$ cat src/rtl/word_entry.sv
// Word entry: edit a letter with adj/dir, commit it into a multi-slot word,
// backspace with del, and hand the full word downstream over valid/ready.
module word_entry #(
  parameter int unsigned WORD_LEN   = 5,
  parameter int unsigned CHAR_W     = 7,
  parameter int unsigned FIRST_CHAR = 65,
  parameter int unsigned LAST_CHAR  = 90,
  parameter int unsigned CNT_W      = 4
) (
  input  logic                       clk,
  input  logic                       rst,
  input  logic                       adj,
  input  logic                       dir,
  input  logic                       let_sel,
  input  logic                       del,
  input  logic                       submit,
  input  logic                       word_ready,
  output logic [CHAR_W-1:0]          cur_char,
  output logic [WORD_LEN*CHAR_W-1:0] word,
  output logic [CNT_W-1:0]           fill_cnt,
  output logic                       full,
  output logic                       word_valid
);

  localparam logic [CHAR_W-1:0] FIRST_C    = CHAR_W'(FIRST_CHAR);
  localparam logic [CHAR_W-1:0] LAST_C     = CHAR_W'(LAST_CHAR);
  localparam logic [CNT_W-1:0]  WORD_LEN_C = CNT_W'(WORD_LEN);

  typedef enum logic {EDIT, OFFER} state_t;

  state_t                           state_q, state_d;
  logic [CHAR_W-1:0]                cur_q, cur_d;
  logic [WORD_LEN-1:0][CHAR_W-1:0]  slots_q, slots_d;
  logic [CNT_W-1:0]                 fill_q, fill_d;
  logic                             in_range;

  always_comb begin
    state_d  = state_q;
    cur_d    = cur_q;
    slots_d  = slots_q;
    fill_d   = fill_q;
    in_range = (cur_q >= FIRST_C) && (cur_q <= LAST_C);

    case (state_q)
      EDIT: begin
        // Single action per cycle: del > let_sel > submit > adj.
        if (del) begin
          if (fill_q != '0) begin
            for (int unsigned k = 0; k < WORD_LEN; k++) begin
              if (CNT_W'(k + 1) == fill_q) slots_d[k] = '0;
            end
            fill_d = fill_q - CNT_W'(1);
          end
        end else if (let_sel) begin
          if (fill_q < WORD_LEN_C) begin
            for (int unsigned k = 0; k < WORD_LEN; k++) begin
              if (CNT_W'(k) == fill_q) slots_d[k] = cur_q;
            end
            fill_d = fill_q + CNT_W'(1);
          end
        end else if (submit) begin
          if (fill_q == WORD_LEN_C) state_d = OFFER;
        end else if (adj) begin
          if (!dir) cur_d = (cur_q == LAST_C)  ? FIRST_C : cur_q + CHAR_W'(1);
          else      cur_d = (cur_q == FIRST_C) ? LAST_C  : cur_q - CHAR_W'(1);
        end
        // Out-of-range recovery wins over any adj step.
        if (!in_range) cur_d = FIRST_C;
      end
      OFFER: begin
        if (word_ready) begin
          slots_d = '0;
          fill_d  = '0;
          state_d = EDIT;
        end
      end
      default: state_d = EDIT;
    endcase
  end

  always_ff @(posedge clk) begin
    if (rst) begin
      state_q <= EDIT;
      cur_q   <= FIRST_C;
      slots_q <= '0;
      fill_q  <= '0;
    end else begin
      state_q <= state_d;
      cur_q   <= cur_d;
      slots_q <= slots_d;
      fill_q  <= fill_d;
    end
  end

  assign cur_char   = cur_q;
  assign word       = slots_q;
  assign fill_cnt   = fill_q;
  assign full       = (fill_q == WORD_LEN_C);
  assign word_valid = (state_q == OFFER);

endmodule
$ cat config.mk
export PLATFORM = sky130hd
export DESIGN_NAME = word_entry
export DESIGN_NICKNAME = d
export VERILOG_FILES = /design/src/rtl/word_entry.sv
export SDC_FILE = /design/constraint.sdc
export NUM_CORES = 1
export LEC_CHECK = 0
export ABC_AREA = 1
export CORE_UTILIZATION = 50
export DETAILED_ROUTE_END_ITERATION = 8
export HOLD_SLACK_MARGIN = 0.06
export PLACE_DENSITY = 0.8
export SLEW_MARGIN = 10
export SYNTH_ARGS = -nofsm -noshare
export SYNTH_HDL_FRONTEND = slang
export SYNTH_SLANG_ARGS = --single-unit
export TNS_END_PERCENT = 5
$ cat constraint.sdc
create_clock -name clk -period 3.21 [get_ports clk]
set_input_delay 0.321 -clock clk [delete_from_list [all_inputs] [get_ports clk]]
set_output_delay 0.321 -clock clk [all_outputs]
set_load 0.005 [all_outputs]
==> impl_metrics.py, run 1 <==
metrics = {
    "worst_hold_path": {
        "hp-class": "reg -> reg",
    },
    "floorplan": {
        "core-area_sq_um": 4720,
        "fp.dieW_um": 72.1,
        "ios": 56,
        "die-area_sq_um": 5190,
        "die_h_um": 72.1,
        "row_count": 25,
        "initial_core_util": 0.520,
    },
    "power_and_ir_drop": {
        "internal_power_mw": 1.19,
        "pwr-share-seq": 0.372,
        "total_power_mw": 2.01,
        "leakagePower_nw": 1.34,
        "switching_power_uw": 817,
        "powerDensity_nw_per_um2": 638,
        "vdd.ir_drop.worst_uv": 325,
        "swShare": 0.407,
        "clock_power_share": 0.188,
        "power_frac_comb": 0.440,
    },
    "finish": {
        "finish.utilization": 0.666,
        "drive_gt1_frac": 0.0573,
        "final_cell_mix": "nand2_1, clkdlybuf4s50_1, dfxtp_1, nand3_1, nor2_1",
        "nets": 434,
        "final_cells": 486,
        "insertedDiodeCount": 0,
        "area_growth_pct": 28.2,
        "fin_area_sq_um": 3150,
        "fillers": 428,
        "final_common_cell": "nand2_1",
    },
    "worst_setup_path": {
        "worst_setup_path_end_kind": "register",
        "cp_max_fo": 35,
        "cp.arrival_ns": 2.32,
        "crit_required_ns": 3.41,
        "critical_path_class": "reg -> reg",
        "worst_setup_path_start_kind": "register",
    },
    "timing": {
        "final_max_slew_viol_count": 0,
        "slew_headroom": 0.596,
        "rsz0062_at_grt": "no",
        "setup_viol": 0,
        "fin_setup_tns_ns": 0,
        "max_freq_ghz": 0.470,
        "finalCritPeriodShare": 0.662,
        "post-route-min-period_ns": 2.13,
        "hold_viol_final": 0,
        "finClkSkew_ns": 0.00909,
        "tightest_slew_ns": 0.604,
    },
    "global_route": {
        "overflow": 0,
        "grt_pass1_wl_um": 10400,
        "grt_max_degree": 36,
        "grtUsageTotal": 0.254,
        "antenna_found_initial": 0,
        "grt_pass1_vias": 2386,
    },
    "detailed_routing": {
        "drt_iter0_drc": 207,
        "antenna_left": 0,
        "vias": 2535,
        "drt-pass1-iter-count": 5,
        "vias_per_cell": 5.22,
        "wl_per_cell_um": 12.7,
        "route.detailed.drc": 0,
        "wl_um": 6180,
    },
    "cts": {
        "postCtsHoldBufs": 0,
        "cts_setup_buffers": 0,
        "cts_resized": 0,
        "cts_tree": "built",
        "numCtsBuffers": 5,
        "cts.path.max_buffers": 2,
        "cts_max_level": 2,
        "clock_sinks": 47,
        "cts_root_buf": "clkbuf_8",
        "clk_pin_slew_ns": 0.09,
        "worstSkewPairLatency_ns": 0.30,
    },
    "place": {
        "dpl.cell_count": 478,
        "numPortBuffers": 55,
        "dpl_cell_area_sq_um": 3050,
        "gp_congestion": 0.869,
        "dp_hpwl_um": 4430,
    },
    "yosys": {
        "synth_top_area_cell": "dfxtp_1",
        "yosys-top-cells-area": "dfxtp_1, nand2_1, nand3_1",
        "ys_ff_latch": 47,
        "synthesis.nets": 380,
        "synth_cells": 364,
        "syn_area_sq_um": 2450,
        "synth_top_area_frac": 0.383,
        "syn_area_per_cell_sq_um": 6.74,
        "ys_warn_count": 0,
        "ys_seq_area_frac": 0.383,
        "synth_cell_type_count": 24,
    },
    "run_status": {
        "status": "finished clean",
    },
    "run": {
        "drv_cap": 0,
    },
}
[routing by layer]
layer	global-route usage	part of all wire	up-vias
li1	-	-	1277
met1	0.321	0.43	1146
met2	0.422	0.48	94
met3	0.0500	0.061	18
met4	0.109	0.026	0
met5	0	0	-
[cells in the mapped netlist, drive strengths merged]
cell / instances
nor3: 3
nand4: 4
a21oi: 35
a31oi: 1
dfxtp: 47
nand3: 47
ha: 8
inv: 35
nand2: 107
buf: 4
o21ai: 21
xor2: 2
nor2: 45
clkbuf: 5
[cell families after synthesis]
| logic type | count (synthesis) | synth area share |
|---|---|---|
| adder cells (fa/ha/maj) | 8 | 0.0408 |
| XOR/XNOR | 2 | 0.00714 |
| AND/OR/NAND/NOR | 206 | 0.372 |
| flip-flops | 47 | 0.383 |
| buffers and inverters | 44 | 0.0729 |
| AO/OA/AOI/OAI | 57 | 0.124 |
[through the flow]
stage,worst slack (ns),hold WS [ns]
CTS,1.13,0.471
floorplan,1.67,0.456
detailed placement,0.939,0.453
finish,1.08,0.468
global placement,1.00,0.451
global route,0.895,0.493
[sequential cells by signal (all words and copies together), names as in the netlist]
signal	flops
word	35
cur_char	7
fill_cnt	4
word_valid	1
[power by group through the flow]
stage	combinational [mW]	clock, mW	sequential [mW]
2_1_floorplan	0.605	0	0.745
3_3_place_gp	0.858	0	0.759
3_5_place_dp	0.873	0	0.761
4_1_cts	0.880	0.382	0.747
5_1_grt	1.01	0.405	0.761
6_report	0.883	0.378	0.747
[worst paths after layout]
kind | slack (ns) | startpoint | cells after the start | endpoint
worst max-delay path | 1.08 | fill_cnt[0] | 8 | word[0]
worst min-delay path | 0.47 | word[30] | 2 | word[30]
worst max register to register | 1.08 | fill_cnt[0] | 8 | word[0]
worst min register to register | 0.47 | word[30] | 2 | word[30]
[critical path, stage by stage (launching register included)]
cell	delay, ns
dfxtp_1	0.46
inv_1	0.12
ha_1	0.24
nand2_1	0.11
o21ai_2	0.10
nor2_8	0.41
nand3_2	0.24
o21ai_0	0.29
nor2_1	0.06
[final cells by class]
| class | count | area, sq um | share of cell area |
|---|---|---|---|
| repair buffers | 56 | 558 | 0.177 |
| multi-input cells | 273 | 1340 | 0.424 |
| flip-flops and latches | 47 | 941 | 0.299 |
| inverters | 35 | 134 | 0.0425 |
| clock inverters | 2 | 13.8 | 0.00437 |
| clock buffers | 6 | 82.6 | 0.0262 |
| well taps | 67 | 83.8 | 0.0266 |
(Power assumes the default switching activity.)
==> run 2: changes to the inputs <==
- clock period: 3.21 -> 2.1 ns (I/O delays scaled with it)
==> impl_metrics.py, run 2 (synthesized netlist as in run 1, its figures left out) <==
metrics = {
    "global_route": {
        "grtUsageMet1": 0.327,
        "top_usage_layer": "met2",
        "gr-usage-met3": 0.0444,
        "groute.layer.met2.usage": 0.406,
        "overflow": 0,
        "grt_pass1_wl_um": 10200,
        "antenna_found_initial": 0,
        "grt_pass1_vias": 2292,
        "grtUsageTotal": 0.247,
        "grt_max_degree": 26,
    },
    "power_and_ir_drop": {
        "internal_power_mw": 1.98,
        "switching_power_mw": 1.27,
        "leakagePower_nw": 1.39,
        "swShare": 0.391,
        "vdd.ir_drop.worst_uv": 623,
        "power_frac_comb": 0.436,
        "pwr-share-seq": 0.347,
        "powerDensity_nw_per_um2": 1000,
        "clock_power_share": 0.217,
    },
    "detailed_routing": {
        "antenna_left": 0,
        "wl_per_cell_um": 12.4,
        "drt_iter0_drc": 249,
        "wl_um": 6120,
        "drt-pass1-iter-count": 8,
        "route.detailed.drc": 0,
        "vias_per_cell": 5.17,
        "vias": 2561,
    },
    "timing": {
        "tightest_slew_ns": 0.494,
        "finalWorstSetupSlack_ns": 0.212,
        "whs_ns": 0.465,
        "post-route-min-period_ns": 1.89,
        "fin_setup_tns_ns": 0,
        "finClkSkew_ns": 0.00634,
        "max_freq_ghz": 0.530,
        "rsz0062_at_grt": "no",
        "finalCritPeriodShare": 0.899,
        "final_max_slew_viol_count": 0,
        "setup_viol": 0,
        "hold_viol_final": 0,
        "slew_headroom": 0.669,
    },
    "worst_setup_path": {
        "rr_endpoint": "word[1]",
        "r2r_setup_slack_ns": 0.27,
        "critical_path_class": "reg -> out",
        "endpoint": "full",
        "cp-startpoint": "fill_cnt[1]",
        "crit_required_ns": 1.89,
        "cp.arrival_ns": 1.68,
        "r2r-start": "fill_cnt[1]",
        "reg2regPathDepth": 10,
        "worst_setup_path_end_kind": "primary output",
        "cp_max_fo": 6,
        "worst_setup_path_start_kind": "register",
    },
    "finish": {
        "multi_input_area_sq_um": 1350,
        "fillers": 410,
        "final_common_cell": "nand2_1",
        "largest_register_ff_count": 35,
        "nets": 443,
        "area_growth_pct": 32.2,
        "insertedDiodeCount": 0,
        "register_area_sq_um": 941,
        "drive_gt1_frac": 0.0771,
        "fin_area_sq_um": 3240,
        "final_cell_mix": "nand2_1, clkdlybuf4s50_1, dfxtp_1, nand3_1, nor2_1",
    },
    "cts": {
        "postCtsHoldBufs": 0,
        "cts_resized": 0,
        "cts_root_buf": "clkbuf_8",
        "cts_setup_buffers": 0,
        "cts_max_level": 2,
        "numCtsBuffers": 5,
        "cts_tree": "built",
        "cts.path.max_buffers": 2,
        "clk_pin_slew_ns": 0.09,
        "worstSkewPairLatency_ns": 0.30,
        "clock_sinks": 47,
    },
    "place": {
        "numPortBuffers": 55,
        "dpl_cell_area_sq_um": 3110,
        "dp_slack_ns": 0.0913,
        "gp_congestion": 0.881,
        "dp_hpwl_um": 4400,
    },
    "floorplan": {
        "initial_core_util": 0.520,
        "row_count": 25,
        "ios": 56,
        "fp.dieW_um": 72.1,
        "die_h_um": 72.1,
        "core-area_sq_um": 4720,
        "die-area_sq_um": 5190,
    },
    "worst_hold_path": {
        "hp-class": "reg -> reg",
    },
    "run": {
        "drv_cap": 0,
    },
    "run_status": {
        "status": "finished clean",
    },
}
## run 2: cell types whose count changed in the layout (fill, tap and decap cells not counted), sizes merged
cell    previous run  this run
nor2              45        46
buf                1         9
bufinv             0         1
clkinv             1         0
## run 2: how the worst min path moves through the flow
stage / to / start / cells past startpoint
final: word[11] / word[11] / 2
after global routing: word[30] / word[30] / 2
after CTS: word[26] / word[26] / 2
after global placement: word[9] / word[9] / 2
after detailed placement: word[26] / word[26] / 2
after floorplan: word_valid / submit / 2
## run 2: layout make-up
class,count,area share
clock buffer,6,0.0255
clock inverter,2,0.0120
inverter,35,0.0413
multi-input combinational,274,0.415
sequential,47,0.290
tap,67,0.0258
timing repair buffer,64,0.191
## run 2: routing by layer
layer / routed length (um) / up-vias
li1: - / 1302
met1: 2750 / 1146
met2: 2870 / 105
met3: 439 / 8
met4: 66 / 0
met5: 0 / -
## run 2: worst max-delay path, stage by stage (launching register included)
cell             delay, ns
dfxtp_1               0.37
inv_1                 0.12
ha_1                  0.17
nand3_1               0.08
inv_1                 0.12
clkdlybuf4s50_1       0.51
## run 2: stage by stage
stage / total power, mW / std cells / utilization
2_1_floorplan: 2.06 / 364 / -
3_3_place_gp: 2.52 / 486 / 0.659
3_5_place_dp: 2.54 / 486 / 0.659
4_1_cts: 3.25 / 494 / 0.685
5_1_grt: 3.52 / 495 / 0.687
6_report: 3.26 / 495 / 0.687
## run 2: power groups by stage
stage | combinational (mW) | sequential [mW] | clock, mW
floorplan | 0.925 | 1.14 | 0
global placement | 1.37 | 1.15 | 0
detailed placement | 1.39 | 1.15 | 0
CTS | 1.40 | 1.13 | 0.715
global route | 1.62 | 1.15 | 0.748
finish | 1.42 | 1.13 | 0.705
